`src/rtl/uart_pkg.sv`:
```
// Shared constants, error codes, state encoding and the CRC-8 step
// used by the UART framing logic on both receive and transmit sides.
package uart_pkg;

    localparam logic [7:0] SYNC_BYTE  = 8'hA5;
    localparam logic [7:0] BCAST_ADDR = 8'hFF;
    localparam logic [7:0] CRC8_POLY  = 8'h07;

    localparam logic [1:0] ERR_CRC = 2'd0;
    localparam logic [1:0] ERR_LEN = 2'd1;
    localparam logic [1:0] ERR_TMO = 2'd2;
    localparam logic [1:0] ERR_OVR = 2'd3;

    typedef enum logic [2:0] {
        ST_IDLE,
        ST_ADDR,
        ST_LEN,
        ST_DATA,
        ST_CRC
    } state_e;

    function automatic logic [7:0] crc8_step(input logic [7:0] crc, input logic din);
        return {crc[6:0], 1'b0} ^ ((crc[7] ^ din) ? CRC8_POLY : 8'h00);
    endfunction

endpackage

```
`src/rtl/crc8_serial.sv`:
```
// Bit-serial CRC-8 (poly 0x07, init 0x00); one data bit per enable strobe.
// Shared by the receive framer and the transmit framer.
module crc8_serial
    import uart_pkg::*;
(
    input  logic       clk,
    input  logic       rst,
    input  logic       clr,
    input  logic       en,
    input  logic       bit_in,
    output logic [7:0] crc
);

    logic [7:0] crc_q;

    // NOTE: state registers use non-blocking assignments so every flop samples pre-edge values.
    always_ff @(posedge clk or posedge rst) begin
        if (rst) begin
            crc_q <= 8'h00;
        end else if (clr) begin
            crc_q <= 8'h00;
        end else if (en) begin
            crc_q <= crc8_step(crc_q, bit_in);
        end
    end

    assign crc = crc_q;

endmodule

```
`src/rtl/uart_frame_rx.sv`:
```
// Receive framer: parses SYNC/ADDR/LEN/payload/CRC8 frames from the UART,
// filters by address and holds one good frame for the command layer.
module uart_frame_rx
    import uart_pkg::*;
#(
    parameter logic [7:0] SYNC    = SYNC_BYTE,
    parameter logic [7:0] MY_ADDR = 8'h01,
    parameter int         MAX_LEN = 16,
    parameter int         TIMEOUT = 1024,
    parameter int         TW      = 11
) (
    input  logic       clk,
    input  logic       rst,
    input  logic [7:0] r_byte,
    input  logic       received,
    input  logic       r_bit,
    input  logic       r_bit_re,
    output logic       frame_valid,
    output logic [7:0] frame_addr,
    output logic [7:0] frame_len,
    input  logic [7:0] rd_idx,
    output logic [7:0] rd_data,
    input  logic       frame_ack,
    output logic       err,
    output logic [1:0] err_code
);

    localparam int            AW        = (MAX_LEN > 1) ? $clog2(MAX_LEN) : 1;
    localparam logic [7:0]    MAX_LEN_B = 8'(MAX_LEN);
    localparam logic [TW-1:0] TMO_LIMIT = TW'(TIMEOUT);

    state_e        state_q;
    logic [7:0]    addr_q;
    logic [7:0]    len_q;
    logic [7:0]    cnt_q;
    logic [TW-1:0] tmo_q;
    logic [7:0]    buf_q [MAX_LEN];
    logic [7:0]    crc;

    logic sof;
    logic crc_en;
    logic buf_we;
    logic tmo_hit;
    logic addr_ok;
    logic held;

    assign sof     = received && (state_q == ST_IDLE) && (r_byte == SYNC);
    assign crc_en  = r_bit_re && ((state_q == ST_ADDR) || (state_q == ST_LEN) || (state_q == ST_DATA));
    assign buf_we  = received && (state_q == ST_DATA) && !frame_valid;
    assign tmo_hit = (state_q != ST_IDLE) && !received && (tmo_q == TMO_LIMIT);
    assign addr_ok = (addr_q == MY_ADDR) || (addr_q == BCAST_ADDR);
    // An ack in the same cycle frees the slot for a frame completing now.
    assign held    = frame_valid && !frame_ack;

    crc8_serial u_crc (
        .clk    (clk),
        .rst    (rst),
        .clr    (sof),
        .en     (crc_en),
        .bit_in (r_bit),
        .crc    (crc)
    );

    always_ff @(posedge clk or posedge rst) begin
        if (rst) begin
            tmo_q <= '0;
        end else if (received || (state_q == ST_IDLE)) begin
            tmo_q <= '0;
        end else begin
            tmo_q <= tmo_q + TW'(1);
        end
    end

    // NOTE: payload storage has no reset; frame_valid=0 already marks its contents as meaningless.
    always_ff @(posedge clk) begin
        if (buf_we) begin
            buf_q[cnt_q[AW-1:0]] <= r_byte;
        end
    end

    always_ff @(posedge clk or posedge rst) begin
        if (rst) begin
            rd_data <= 8'h00;
        end else if (rd_idx < MAX_LEN_B) begin
            rd_data <= buf_q[rd_idx[AW-1:0]];
        end else begin
            rd_data <= 8'h00;
        end
    end

    always_ff @(posedge clk or posedge rst) begin
        if (rst) begin
            state_q     <= ST_IDLE;
            addr_q      <= 8'h00;
            len_q       <= 8'h00;
            cnt_q       <= 8'h00;
            frame_valid <= 1'b0;
            frame_addr  <= 8'h00;
            frame_len   <= 8'h00;
            err         <= 1'b0;
            err_code    <= ERR_CRC;
        end else begin
            err <= 1'b0;
            if (frame_valid && frame_ack) begin
                frame_valid <= 1'b0;
            end

            if (tmo_hit) begin
                state_q  <= ST_IDLE;
                err      <= 1'b1;
                err_code <= ERR_TMO;
            end else if (received) begin
                unique case (state_q)
                    ST_IDLE: begin
                        if (r_byte == SYNC) begin
                            state_q <= ST_ADDR;
                        end
                    end
                    ST_ADDR: begin
                        addr_q  <= r_byte;
                        state_q <= ST_LEN;
                    end
                    ST_LEN: begin
                        len_q <= r_byte;
                        cnt_q <= 8'h00;
                        if (r_byte > MAX_LEN_B) begin
                            state_q  <= ST_IDLE;
                            err      <= 1'b1;
                            err_code <= ERR_LEN;
                        end else if (r_byte == 8'h00) begin
                            state_q <= ST_CRC;
                        end else begin
                            state_q <= ST_DATA;
                        end
                    end
                    ST_DATA: begin
                        cnt_q <= cnt_q + 8'd1;
                        if (cnt_q == len_q - 8'd1) begin
                            state_q <= ST_CRC;
                        end
                    end
                    ST_CRC: begin
                        state_q <= ST_IDLE;
                        if (r_byte != crc) begin
                            err      <= 1'b1;
                            err_code <= ERR_CRC;
                        end else if (addr_ok) begin
                            if (held) begin
                                err      <= 1'b1;
                                err_code <= ERR_OVR;
                            end else begin
                                frame_valid <= 1'b1;
                                frame_addr  <= addr_q;
                                frame_len   <= len_q;
                            end
                        end
                    end
                    default: state_q <= ST_IDLE;
                endcase
            end
        end
    end

endmodule

```
`config.mk`:
```
export PLATFORM = sky130hd
export DESIGN_NAME = uart_frame_rx
export DESIGN_NICKNAME = d
export VERILOG_FILES = /design/src/rtl/uart_pkg.sv /design/src/rtl/crc8_serial.sv /design/src/rtl/uart_frame_rx.sv
export SDC_FILE = /design/constraint.sdc
export NUM_CORES = 1
export LEC_CHECK = 0
export CAP_MARGIN = 20
export CORE_MARGIN = 2
export CORE_UTILIZATION = 30
export DETAILED_ROUTE_END_ITERATION = 8
export PLACE_DENSITY_LB_ADDON = 0.08
export RECOVER_POWER = 25
export SKIP_CTS_REPAIR_TIMING = 1
export SYNTH_ARGS = -nofsm -noshare
export SYNTH_HDL_FRONTEND = slang
export SYNTH_SLANG_ARGS = --single-unit
```
`constraint.sdc`:
```
create_clock -name clk -period 4.4 [get_ports clk]
set_input_delay 0.88 -clock clk [delete_from_list [all_inputs] [get_ports clk]]
set_output_delay 0.88 -clock clk [all_outputs]
set_load 0.005 [all_outputs]
```
### Yosys cells after proc, flatten, opt, wreduce, memory -nomap -nowiden

Memory sizes are Yosys's and may differ from the RTL's.
Index checks and enable logic that the tools add are counted.

| storage, ports and cells | value |
|---|---|
| register bits after elaboration | 74 |
| input port bits | 22 |
| RAM bits | 128 |
| memories | 1 |
| output and inout bits | 28 |
| word-level logic and storage cells | 103 |

| cells by class | value |
|---|---|
| eq/ne operators | 15 |
| magnitude comparators | 2 |
| bitwise operators | 5 |
| muxes and demuxes | 36 |
| add/sub/neg operators | 3 |
| reductions and logical operators | 29 |

Memories:

| name | words | width | read ports | clocked after Yosys merged registers in | wr ports | line | RTL |
|---|---|---|---|---|---|---|---|
| buf_q | 16 | 8 | 1 | 0 | 1 | uart_frame_rx.sv:37 | `logic [7:0] buf_q [MAX_LEN];` |

Operator list:

| kind | number |
|---|---|
| $mux 8 | 3 |
| $mux 3 | 7 |
| $eq 8x8->1 const B | 2 |
| $pmux 8 s2 | 1 |
| $mux 1 | 15 |
| $mux 2 | 6 |
| $pmux 3 s4 | 1 |
| $reduce_and 3->1 | 4 |
| $add 11x1->11 const B | 1 |
| $eq 11x11->1 const B | 1 |
| $mux 11 | 1 |
| $logic_and 1x1->1 | 9 |
| $ne 3x2->1 const B | 3 |
| $add 8x1->8 const B | 1 |
| $eq 8x1->1 const B | 1 |
| $eq 8x8->1 | 1 |
| $gt 8x5->1 const B | 1 |
| $logic_not 8->1 | 1 |
| $lt 8x5->1 const B | 1 |
| $ne 4x4->1 const B | 2 |
| $ne 8x8->1 | 1 |
| $sub 8x1->8 const B | 1 |
| $xor 8x8->8 | 1 |
| $eq 3x2->1 const B | 2 |
| other kinds (13) | 23 |

### Depth between registers and ports, before layout

Gate-level depths: netlist of run 1.

| depth | value |
|---|---|
| depth in word-level cells | 8 |
| gate-level depth with buffers | 8 |

### Hierarchy

A second synthesis of run 1 with hierarchy kept.

| unflattened totals | value |
|---|---|
| cells, all modules | 544 |
| area, all modules | 8607.0 um2 |

Modules (own cells, without submodules):

| module | instances | area each (um2) | cells an instance |
|---|---|---|---|
| uart_frame_rx | 1 | 8230.4 | 511 |
| crc8_serial | 1 | 376.6 | 33 |

### Least setup slack after synthesis of run 1

Ideal clock, no wire load.

| path | value |
|---|---|
| path type | input to register |
| start point | input port received |
| end point | memory buf_q[0][0] (enable) |
| path slack | 1571 ps |
| cell stages on the path | 7 |
| setup time | 383 ps |
| path buffers | 1 |
| arrival time | 2445 ps |
| cell sequence | clkbuf_2 > nand3b_1 > inv_1 > nand2_1 > nor2_1 > nand2_1 > nor3_1 |

| between the ends | value |
|---|---|
| cells in the longest elaborated chain, start to end | 4 |

Ends and longest elaborated chain:

| element | line | RTL |
|---|---|---|
| from (decl) | uart_frame_rx.sv:15 | `input logic received,` |
| $logic_and 1x1->1 (2 in a row) | uart_frame_rx.sv:49 | `assign buf_we = received && (state_q == ST_DATA) && !frame_valid;` |
| $mux 1 | uart_frame_rx.sv:76 | `if (buf_we) begin` |
| $mux 1 (implied by the code) | uart_frame_rx.sv:77 | `buf_q[cnt_q[AW-1:0]] <= r_byte;` |
| to (decl) | uart_frame_rx.sv:37 |  |

No other way between the ends.

### Final worst setup path of run 1

| path | value |
|---|---|
| start point | input port r_byte[2] |
| end point | register state_q[1] |

| between the ends | value |
|---|---|
| cells in the longest elaborated chain, start to end | 6 |
| elaborated cells on any way between the ends | 10 |
| classes of those cells | 1 x order compare; 2 x eq/ne; 5 x mux; 2 x reduce/logical |

Ends and longest elaborated chain:

| element | line | RTL |
|---|---|---|
| from (decl) | uart_frame_rx.sv:14 | `input logic [7:0] r_byte,` |
| parallel branches: the longest is 6 deep, another holds $gt 8x5->1 | - |  |
| to (signal assigned) | uart_frame_rx.sv:109 | `state_q <= ST_IDLE;` |
| to (signal assigned) | uart_frame_rx.sv:116 | `state_q <= ST_ADDR;` |
| to (signal assigned) | uart_frame_rx.sv:127 | `state_q <= ST_IDLE;` |
| to (decl) | uart_frame_rx.sv:32 | `state_e state_q;` |

Several ways; the timed one is not identified. The select of a mux whose other input is x is not followed.
A chain may end at the register's enable or synchronous reset.

==> summary.md, run 1 <==
| Metric | Value |
|---|---|
| Hold WC Path Type | flop to flop |
| Vias in the first global route | 5,062 |
| Endpoints failing setup | 0 |
| TritonCTS Buffers | 23 |
| Antenna-violating nets left | 0 |
| Clock power share | 0.345 |
| Mean post-synth cell area | 15.9 um2 |
| Final routed DRC violation total | 0 |
| Core Footprint | 28,000 um2 |
| Synth-to-layout area growth | 19.3% |
| Failing checks | capacitance limit, slew limit |
| Grt met1 use | 0.185 |
| CTS Sinks | 202 |
| Std-Cell Rows | 61 |
| Register bit count reported by yosys | 202 |
| Port Buffers | 49 |
| Peak Freq | 0.300 GHz |
| Final period util | 0.757 |
| First-pass GRT wire length | 31.8 mm |
| Critical path type | primary input to flop |
| M3 GR Usage | 0.0272 |
| Leakage power total | 0.00367 uW |
| PwrDens | 492 nW/um2 |
| Net Count, Synth | 568 |
| Final hold viol count | 0 |
| Worst-path cell chain | dlygate4sd3_1 -> clkbuf_1 -> nor4bb_1 -> nand4_1 -> nand2_1 -> a2bb2oi_1 -> a21oi_1 -> mux2_2 |
| Root Buffer | clkbuf_16 |
| WP data required | 4790 ps |
| Total negative slack | 0 ps |
| MaxCap Viol Count | 1 |
| Design area | 10,300 um2 |
| Seq pwr share | 0.485 |
| Post-DP Area | 9580 um2 |
| Reg clk slew, reported paths | 60 ps |
| WL per Instance | 20.5 um |
| Initial DRT Pass Iterations | 4 |
| Net Sw Power | 1450 uW |
| Largest net degree at the start of global routing | 47 |
| Fin cells | 1,002 |
| Top FF cell, synth | edfxtp_1 |
| Worst vdd ir | 0.209 mV |
| Most frequent cell after synthesis | edfxtp_1 |
| R2r setup slk | 1800 ps |
| Switch share | 0.287 |
| Post-synth EDFFs | 128 |
| HPWL Detailed | 13.7 mm |
| Synth top cells by count | edfxtp_1, dfrtp_1, nor2_1 |
| CTS tree | yes |
| Gr ovfl total | 0 |
| Comb power frac | 0.170 |
| Initial antenna violation count | 2 |
| Worst setup SP type | primary input |
| CP Max Fanout | 21 |
| Clock Skew | 8.32 ps |
| Share of cells above drive strength 1 | 0.207 |
| Tmin final | 3330 ps |
| Die height | 173 um |
| Area share of the largest cell type after synthesis | 0.447 |
| 1st-iter DRT viols | 218 |
| Initial cell density of the core | 0.307 |
| Die area | 30,000 um2 |
| Ys async rst share | 0.366 |
| CP max stage delay | 920 ps |
| Total Routed Length | 20.6 mm |
| IO Pins | 50 |
| H-tree depth | 1 |
| Data arrival, critical path | 3720 ps |
| Final-report max-slew violation count | 47 |
| Vias/cell | 4.67 |
| Bufs on Longest Clock Path | 3 |
| Busiest grt layer | met2 |
| Gr usage total | 0.140 |
| Unique cell type count in the Yosys netlist | 52 |
| Vias | 4,683 |
| Die X | 173 um |
| Placed Cells | 960 |
| Post-Synthesis Cells | 539 |
| Status | complete, but fails checks |
| Slew headroom | -0.499 |
| Worst path slowest cell | clkbuf_1 |
| GP Congestion | 0.819 |
| Synth area leader | edfxtp_1 |
| Met2 Use GR | 0.238 |
| Seq/Total Area, Yosys | 0.663 |
| Worst-Margin Slew | 2240 ps |
| Crit. End Element | flop |
| Skew-Pair Late Insertion Delay | 500 ps |
| Inserted Diodes | 0 |
| RSZ-0062 raised after global routing | false |
| Internal Power | 3600 uW |
| Synth warn | 0 |
| Synth area leaders | edfxtp_1, dfrtp_1, mux4_2, mux2_2, nor2_1 |
| Final Hold Slack | 473 ps |
| Cell area after synthesis | 8590 um2 |
| # nets final | 636 |
## registers in the layout (all words and copies together), names as in the netlist
name and flops:
cnt_q 8, frame_addr 8, buf_q 128, len_q 8
u_crc.crc 8, frame_len 8, rd_data 8, tmo_q 11
err_code 2, addr_q 8, state_q 3, frame_valid 1
err 1
## final timing paths
kind                               start       endpoint  cells past startpoint
setup / recovery               r_byte[2]     state_q[1]                      8
hold / removal             frame_addr[0]  frame_addr[0]                      1
setup reg to reg              state_q[2]    buf_q[8][5]                      6
hold reg to reg            frame_addr[0]  frame_addr[0]                      1
max in group asynchronous            rst      tmo_q[10]                      3
min in group asynchronous            rst    err_code[0]                      2
## critical path: cells and delay by family
family          cells  cell delay, ps
compound gates      2             370
simple gates        3             590
mux                 1             370
buf+inv             2            1500
## metrics by stage
stage	util	total power (uW)	setup slack (ps)
3_5_place_dp	0.342	3360	695
3_3_place_gp	0.342	3350	817
4_1_cts	0.367	5130	1240
6_report	0.366	5050	1070
5_1_grt	0.366	5330	811
2_1_floorplan	-	3090	1570
## routing by layer
layer	wire length [um]	up-vias
met5	32	-
met4	415	4
met3	736	34
met2	10000	92
met1	9410	2387
li1	-	2166
## power groups by stage
stage / sequential [uW] / combinational (uW) / clock, uW
after floorplan: 2370 / 723 / 0
after global placement: 2480 / 864 / 0
after detailed placement: 2490 / 869 / 0
after CTS: 2450 / 877 / 1800
after global routing: 2480 / 964 / 1880
final: 2450 / 857 / 1740
## layout make-up
type | count | area, um2
repair buffers | 66 | 603
inverters | 14 | 53.8
fillers | 2727 | 17800
clock buffers | 26 | 587
multi-input cells | 300 | 2740
clock inverters | 16 | 105
well taps | 378 | 473
flip-flops and latches | 202 | 5700
## cells in the final DEF, fill, tap and decap left out, types with 9 or more instances in the layout
master           synthesis  routed
nor2_1                  48      48
clkdlybuf4s50_1          0      41
nor3_1                  11      11
nor4_1                   9       9
inv_1                   14      13
clkbuf_16                0      23
mux2_2                  22      22
buf_4                    0      10
o21ai_0                  9       9
nor2b_1                 10      10
nand2b_1                10      10
nand2_1                 28      28
nand3_1                 15      15
mux4_2                  40      40
mux2_4                   9       9
xor2_1                  20      20
xnor2_1                 12      12
edfxtp_1               128     128
clkbuf_1                14       9
dfrtp_1                 74      74
## cells by family (layout without fill, tap and decap cells)
family / count (synthesis) / count (layout) / share of synthesized area
flip-flops: 202 / 202 / 0.663
AND/OR/NAND/NOR: 148 / 148 / 0.0894
multiplexers: 78 / 78 / 0.158
buffers and inverters: 37 / 122 / 0.0186
AO/OA/AOI/OAI: 34 / 34 / 0.0259
XOR/XNOR: 33 / 33 / 0.0352
adder cells (fa/ha/maj): 7 / 7 / 0.0102
No activity file was read; power rests on OpenSTA's default activity.
==> inputs of run 2 (changes only) <==
==> constraint.sdc (replaced) <==
create_clock -name clk -period 2.9 [get_ports clk]
set_input_delay 0.58 -clock clk [delete_from_list [all_inputs] [get_ports clk]]
set_output_delay 0.58 -clock clk [all_outputs]
set_load 0.005 [all_outputs]
==> run 2 against run 1 <==
Net effect:
- the run still ends with capacitance limit, slew limit left
- sequential power up 51%
- die area unchanged
- clock skew about the same
- largest power group unchanged
- combinational power up 60%
- wire length down 1.6%
- hold slack worse by 0.55 ps
- register-to-register slack worse by 1200 ps
- critical path depth up 2
- cell area up 2.6%
- global-route usage about the same
- worst setup slack worse by 670 ps
- cell count up 2.5%
==> summary.md, run 2 (same netlist as run 1, synthesis figures left out) <==
| Metric | Value |
|---|---|
| Status | complete, but fails checks |
| Failing checks | capacitance limit, slew limit |
| Slew headroom | -0.175 (+0.324) |
| GP Congestion | 0.782 (-4.4%) |
| Clock Skew | 8.05 ps (-0.277 ps) |
| Hold path depth | 1 (unchanged) |
| WL per Instance | 19.7 um (-4.0%) |
| Root Buffer | clkbuf_16 |
| Die area | 30,000 um2 (unchanged) |
| Total Routed Length | 20.3 mm (-1.6%) |
| Design area | 10,500 um2 (+2.6%) |
| Placed Cells | 985 (+2.6%) |
| Endpoints failing setup | 0 (unchanged) |
| TritonCTS Buffers | 24 (+4.3%) |
| Cells on worst reg2reg path | 8 (+2) |
| WP data required | 3280 ps (-1510 ps) |
| Initial antenna violation count | 2 (unchanged) |
| Antenna-violating nets left | 0 (unchanged) |
| Tmin final | 2500 ps |
| Critical path depth | 10 (+2) |
| IO Pins | 50 (unchanged) |
| CP max stage delay | 610 ps (-310 ps) |
| Hold WC Path Type | flop to flop |
| Total negative slack | 0 ps (unchanged) |
| CTS Sinks | 202 (unchanged) |
| Initial cell density of the core | 0.307 (unchanged) |
| Gr ovfl total | 0 (unchanged) |
| Die height | 173 um (unchanged) |
| CP bufs+invs | 4 (+2) |
| Core Footprint | 28,000 um2 (unchanged) |
| MaxCap Viol Count | 1 (unchanged) |
| Share of cells above drive strength 1 | 0.241 (+0.0340) |
| Initial DRT Pass Iterations | 4 (unchanged) |
| Final hold viol count | 0 (unchanged) |
| Worst vdd ir | 0.371 mV (+78%) |
| CTS tree | yes |
| Largest register FFs | 128 (unchanged) |
| Final period util | 0.863 |
| Worst path top cell family by delay | buffers and inverters |
| Peak Freq | 0.400 GHz |
| H-tree depth | 1 (unchanged) |
| Vias in the first global route | 5,269 (+4.1%) |
| Leakage power total | 0.00385 uW (+5.1%) |
| Reg clk slew, reported paths | 60 ps (about the same) |
| Skew-Pair Late Insertion Delay | 510 ps (about the same) |
| Most frequent cells in the layout | edfxtp_1, dfrtp_1, nor2_1, clkdlybuf4s50_1, mux4_2 |
| Die X | 173 um (unchanged) |
| Std-Cell Rows | 61 (unchanged) |
| Final-report max-slew violation count | 37 (-21%) |
| Crit. End Element | flop |
| PnR Total Power | 7780 uW (+54%) |
| CP Max Fanout | 7 (-67%) |
| Post-DP Area | 9810 um2 (+2.4%) |
| # nets final | 662 (+4.1%) |
| Fill cell count | 2,702 (-0.92%) |
| Worst path slowest cell | dlygate4sd3_1 |
| Largest net degree at the start of global routing | 39 (-17%) |
| 1st-iter DRT viols | 304 (+39%) |
| Worst-path cell chain | dlygate4sd3_1 -> xor2_1 -> nor4_1 -> buf_4 -> nand2_1 -> buf_4 -> nor4_4 -> nand4_4 -> buf_4 -> mux2_4 |
| Final Hold Slack | 473 ps (-0.549 ps) |
| Gr usage total | 0.140 (-0.000299) |
| Port Buffers | 49 (unchanged) |
| Bufs on Longest Clock Path | 3 (unchanged) |
| Vias | 4,822 (+3.0%) |
| PwrDens | 740 nW/um2 (+50%) |
| Most common cell on crit path | buf_4 |
| First-pass GRT wire length | 31.9 mm (+0.17%) |
| Critical path type | primary input to flop |
| Data arrival, critical path | 2890 ps (-830 ps) |
| HPWL Detailed | 13.1 mm (-4.6%) |
| Vias/cell | 4.70 (+0.46%) |
| RSZ-0062 raised after global routing | false |
| Worst-Margin Slew | 1750 ps (-484 ps) |
| Worst setup SP type | primary input |
| Synth-to-layout area growth | 22.4% |
| Fin cells | 1,027 (+2.5%) |
| Most common cell after layout, fill and taps aside | edfxtp_1 |
| Final routed DRC violation total | 0 (unchanged) |
-- run 2: cell types whose count changed in the layout (fill, tap and decap cells not counted), sizes merged --
cell and change:
dlygate4sd3 -1, clkdlybuf4s50 +1, buf +31, diode +1
clkinv -2, clkinvlp -4, inv -1
-- run 2: final timing paths --
check	startpoint	endpoint	slack, ps
max	r_byte[0]	frame_addr[7]	400
max reg2reg	len_q[0]	state_q[0]	620
min	frame_addr[0]	frame_addr[0]	470
max in group asynchronous	rst	frame_addr[3]	1070
min in group asynchronous	rst	err_code[0]	960
min reg2reg	frame_addr[0]	frame_addr[0]	470
-- run 2: metrics by stage --
step / setup slack, ps / utilization
after floorplan: 371 / -
after global placement: -135 / 0.350
after detailed placement: -106 / 0.350
after CTS: 420 / 0.375
after global routing: 227 / 0.375
final: 398 / 0.375
-- run 2: metal layers --
layer  share of wire  up-vias  GRT usage
li1                -     2215          -
met1            0.45     2487      0.186
met2            0.49       91      0.236
met3           0.044       27     0.0265
met4           0.017        2     0.0343
met5         0.00035        -          0
-- run 2: cell type report --
type	count	area, um2	area share
antenna	1	2.50	0.000238
clock buffer	32	662	0.0630
inverter	14	53.8	0.00512
tap	378	473	0.0450
sequential	202	5700	0.542
multi-input combinational	300	2740	0.260
clock inverter	9	41.3	0.00393
timing repair buffer	91	851	0.0809
-- run 2: report_power, final --
group	total, uW	switching (uW)	internal [uW]
clock	2710	1130	1590
sequential	3700	359	3340
combinational	1370	685	687
total	7780	2170	5610
-- run 2: worst register-to-register path, stage by stage (launching register included) --
cell and delay, ps:
dfrtp_1 420, inv_1 80, ha_1 310, xor2_1 130, nand2_1 70, nor4_1 280, nand4b_1 180, a21oi_1 310
mux2_2 380
==> inputs of run 3 (changes only) <==
--- a/config.mk
+++ b/config.mk
@@ -11,6 +11,7 @@
 export DETAILED_ROUTE_END_ITERATION = 8
 export PLACE_DENSITY_LB_ADDON = 0.08
 export RECOVER_POWER = 25
+export REMOVE_ABC_BUFFERS = 1
 export SKIP_CTS_REPAIR_TIMING = 1
 export SYNTH_ARGS = -nofsm -noshare
 export SYNTH_HDL_FRONTEND = slang
==> run 3 against run 2 <==
Net effect:
- the flow still finishes with violations (capacitance limit, slew limit)
- flip-flop and latch count stayed put
- largest power group unchanged
- cell count is 0.29% higher
- core utilization is 0.23 points higher
- clock-buffer cell count decreased by 1
- critical path type unchanged
- global-route usage increased by 0.19 points
==> summary.md, run 3 (same netlist as run 1, synthesis figures left out) <==
| Metric | Value |
|---|---|
| Status | complete, but fails checks |
| Failing checks | capacitance limit, slew limit |
| Worst path slowest cell | clkdlybuf4s50_1 |
| MaxCap Viol Count | 1 (unchanged) |
| Die height | 173 um (unchanged) |
| Tmin final | 2420 ps (-77.6 ps) |
| Final routed DRC violation total | 0 (unchanged) |
| WP data required | 3290 ps (about the same) |
| Clock Skew | 18.2 ps (+10.1 ps) |
| Total Routed Length | 20.8 mm (+2.6%) |
| CTS Sinks | 202 (unchanged) |
| Largest register FFs | 128 (unchanged) |
| 1st-iter DRT viols | 275 (-9.5%) |
| Core Footprint | 28,000 um2 (unchanged) |
| Most common cell after layout, fill and taps aside | edfxtp_1 |
| Peak Freq | 0.412 GHz (+3.2%) |
| R2r setup slk | 650 ps (+30 ps) |
| Dpl ws | 5.35 ps (+111 ps) |
| R2R Path End | buf_q[2][3] |
| Worst setup SP type | primary input |
| Worst path top cell family by delay | buffers and inverters |
| Most frequent cells in the layout | edfxtp_1, dfrtp_1, nor2_1, clkdlybuf4s50_1, mux4_2 |
| Fill cell count | 2,645 (-2.1%) |
| Initial cell density of the core | 0.307 (unchanged) |
| Antenna-violating nets left | 0 (unchanged) |
| H-tree depth | 1 (unchanged) |
| WL per Instance | 20.2 um (+2.3%) |
| Hold path depth | 1 (unchanged) |
| Data arrival, critical path | 2820 ps (-70 ps) |
| Final-report max-slew violation count | 31 (-16%) |
| Initial DRT Pass Iterations | 4 (unchanged) |
| Hold WC Path Type | flop to flop |
| Vias | 4,892 (+1.5%) |
| Bufs on Longest Clock Path | 3 (unchanged) |
| Final hold viol count | 0 (unchanged) |
| Inserted Diodes | 0 (-1) |
| Critical path type | primary input to flop |
| Leakage power total | 0.00388 uW (+0.69%) |
| Worst vdd ir | 0.311 mV (-16%) |
| CP Max Fanout | 20 (+13) |
| Gr usage total | 0.142 (+0.00191) |
| Initial antenna violation count | 0 (-2) |
| Port Buffers | 49 (unchanged) |
| RSZ-0062 raised after global routing | false |
| Gr ovfl total | 0 (unchanged) |
| Vias in the first global route | 5,148 (-2.3%) |
| CP max stage delay | 440 ps (-170 ps) |
| Hold Crit Start | frame_addr[0] |
| Reg clk slew, reported paths | 60 ps (about the same) |
| TritonCTS Buffers | 24 (unchanged) |
| Final Hold Slack | 471 ps (-1.93 ps) |
| HPWL Detailed | 13.6 mm (+3.6%) |
| PwrDens | 758 nW/um2 (+2.4%) |
| Slew headroom | -0.0602 (+0.115) |
| Cells on worst reg2reg path | 7 (-1) |
| GP Congestion | 0.765 (-2.2%) |
| Endpoints failing setup | 0 (unchanged) |
| Synth-to-layout area growth | 23.1% |
| Post-DP Area | 9820 um2 (about the same) |
| First-pass GRT wire length | 32.2 mm (+1.1%) |
| Die X | 173 um (unchanged) |
| Vias/cell | 4.75 (+1.2%) |
| Worst-path cell chain | clkdlybuf4s50_1 -> clkbuf_1 -> nor4bb_1 -> nand4_1 -> nand2_1 -> a2bb2oi_1 -> a21oi_1 -> mux2_2 |
| Skew-Pair Late Insertion Delay | 520 ps (about the same) |
| # nets final | 663 (+0.15%) |
| CTS tree | yes |
| Final period util | 0.836 (-0.0268) |
| IO Pins | 50 (unchanged) |
| Share of cells above drive strength 1 | 0.239 (-0.00148) |
| CP bufs+invs | 2 (-2) |
| Worst-Margin Slew | 1580 ps (-171 ps) |
| Hold EP | frame_addr[0] |
| Root Buffer | clkbuf_16 |
| Die area | 30,000 um2 (unchanged) |
| Largest net degree at the start of global routing | 33 (-15%) |
| Std-Cell Rows | 61 (unchanged) |
| FF-to-FF Start | state_q[2] |
| Design area | 10,600 um2 (+0.61%) |
| Setup WS post-layout | 475 ps (+77.6 ps) |
| Crit. End Element | flop |
| PnR Total Power | 8020 uW (+3.0%) |
## run 3: worst reg2reg max path, stage by stage, from the launching register on
cell and delay (ps):
dfrtp_1 480, nand3b_1 280, inv_1 110, nand2_1 120, nor2_1 300, nand2_1 170
nor3_1 270, buf_4 230
## run 3: per-layer routing
layer  up-vias  part of all wire  global-route usage
met5         -                 0                   0
met4         0             0.018              0.0332
met3        22             0.051              0.0276
met2       127              0.48               0.237
met1      2523              0.45               0.191
li1       2220                 -                   -
## run 3: where the power goes
part	leakage (uW)	switching [uW]	internal, uW
clock network	0.000380	1140	1810
logic	0.00138	649	679
registers	0.00212	400	3340
total	0.00388	2190	5830
## run 3: layout make-up
cell class | instances | area [um2] | share of cell area
Clock inverter | 13 | 144 | 0.0136
Inverter | 14 | 53.8 | 0.00509
Sequential cell | 202 | 5700 | 0.538
Tap cell | 378 | 473 | 0.0447
Multi-Input combinational cell | 300 | 2740 | 0.259
Timing Repair Buffer | 92 | 840 | 0.0794
Clock buffer | 31 | 637 | 0.0602
## run 3: worst max-delay path by stage
| stage | start | endpoint | slack, ps | depth (start not counted) |
|---|---|---|---|---|
| after detailed placement | r_byte[2] | state_q[1] | 5 | 8 |
| after CTS | r_byte[1] | frame_len[5] | 530 | 9 |
| final | r_byte[6] | state_q[1] | 480 | 8 |
| after global placement | r_byte[1] | frame_len[7] | -50 | 9 |
| after floorplan | rst | addr_q[0] | 440 | 1 |
| after global routing | rst | len_q[4] | 250 | 3 |
## run 3: stage by stage
stage | utilization | instances | setup TNS [ps]
after floorplan | - | 516 | 0
after global placement | 0.350 | 986 | -628
after detailed placement | 0.350 | 986 | 0
after CTS | 0.378 | 1030 | 0
after global routing | 0.378 | 1030 | 0
final | 0.378 | 1030 | 0
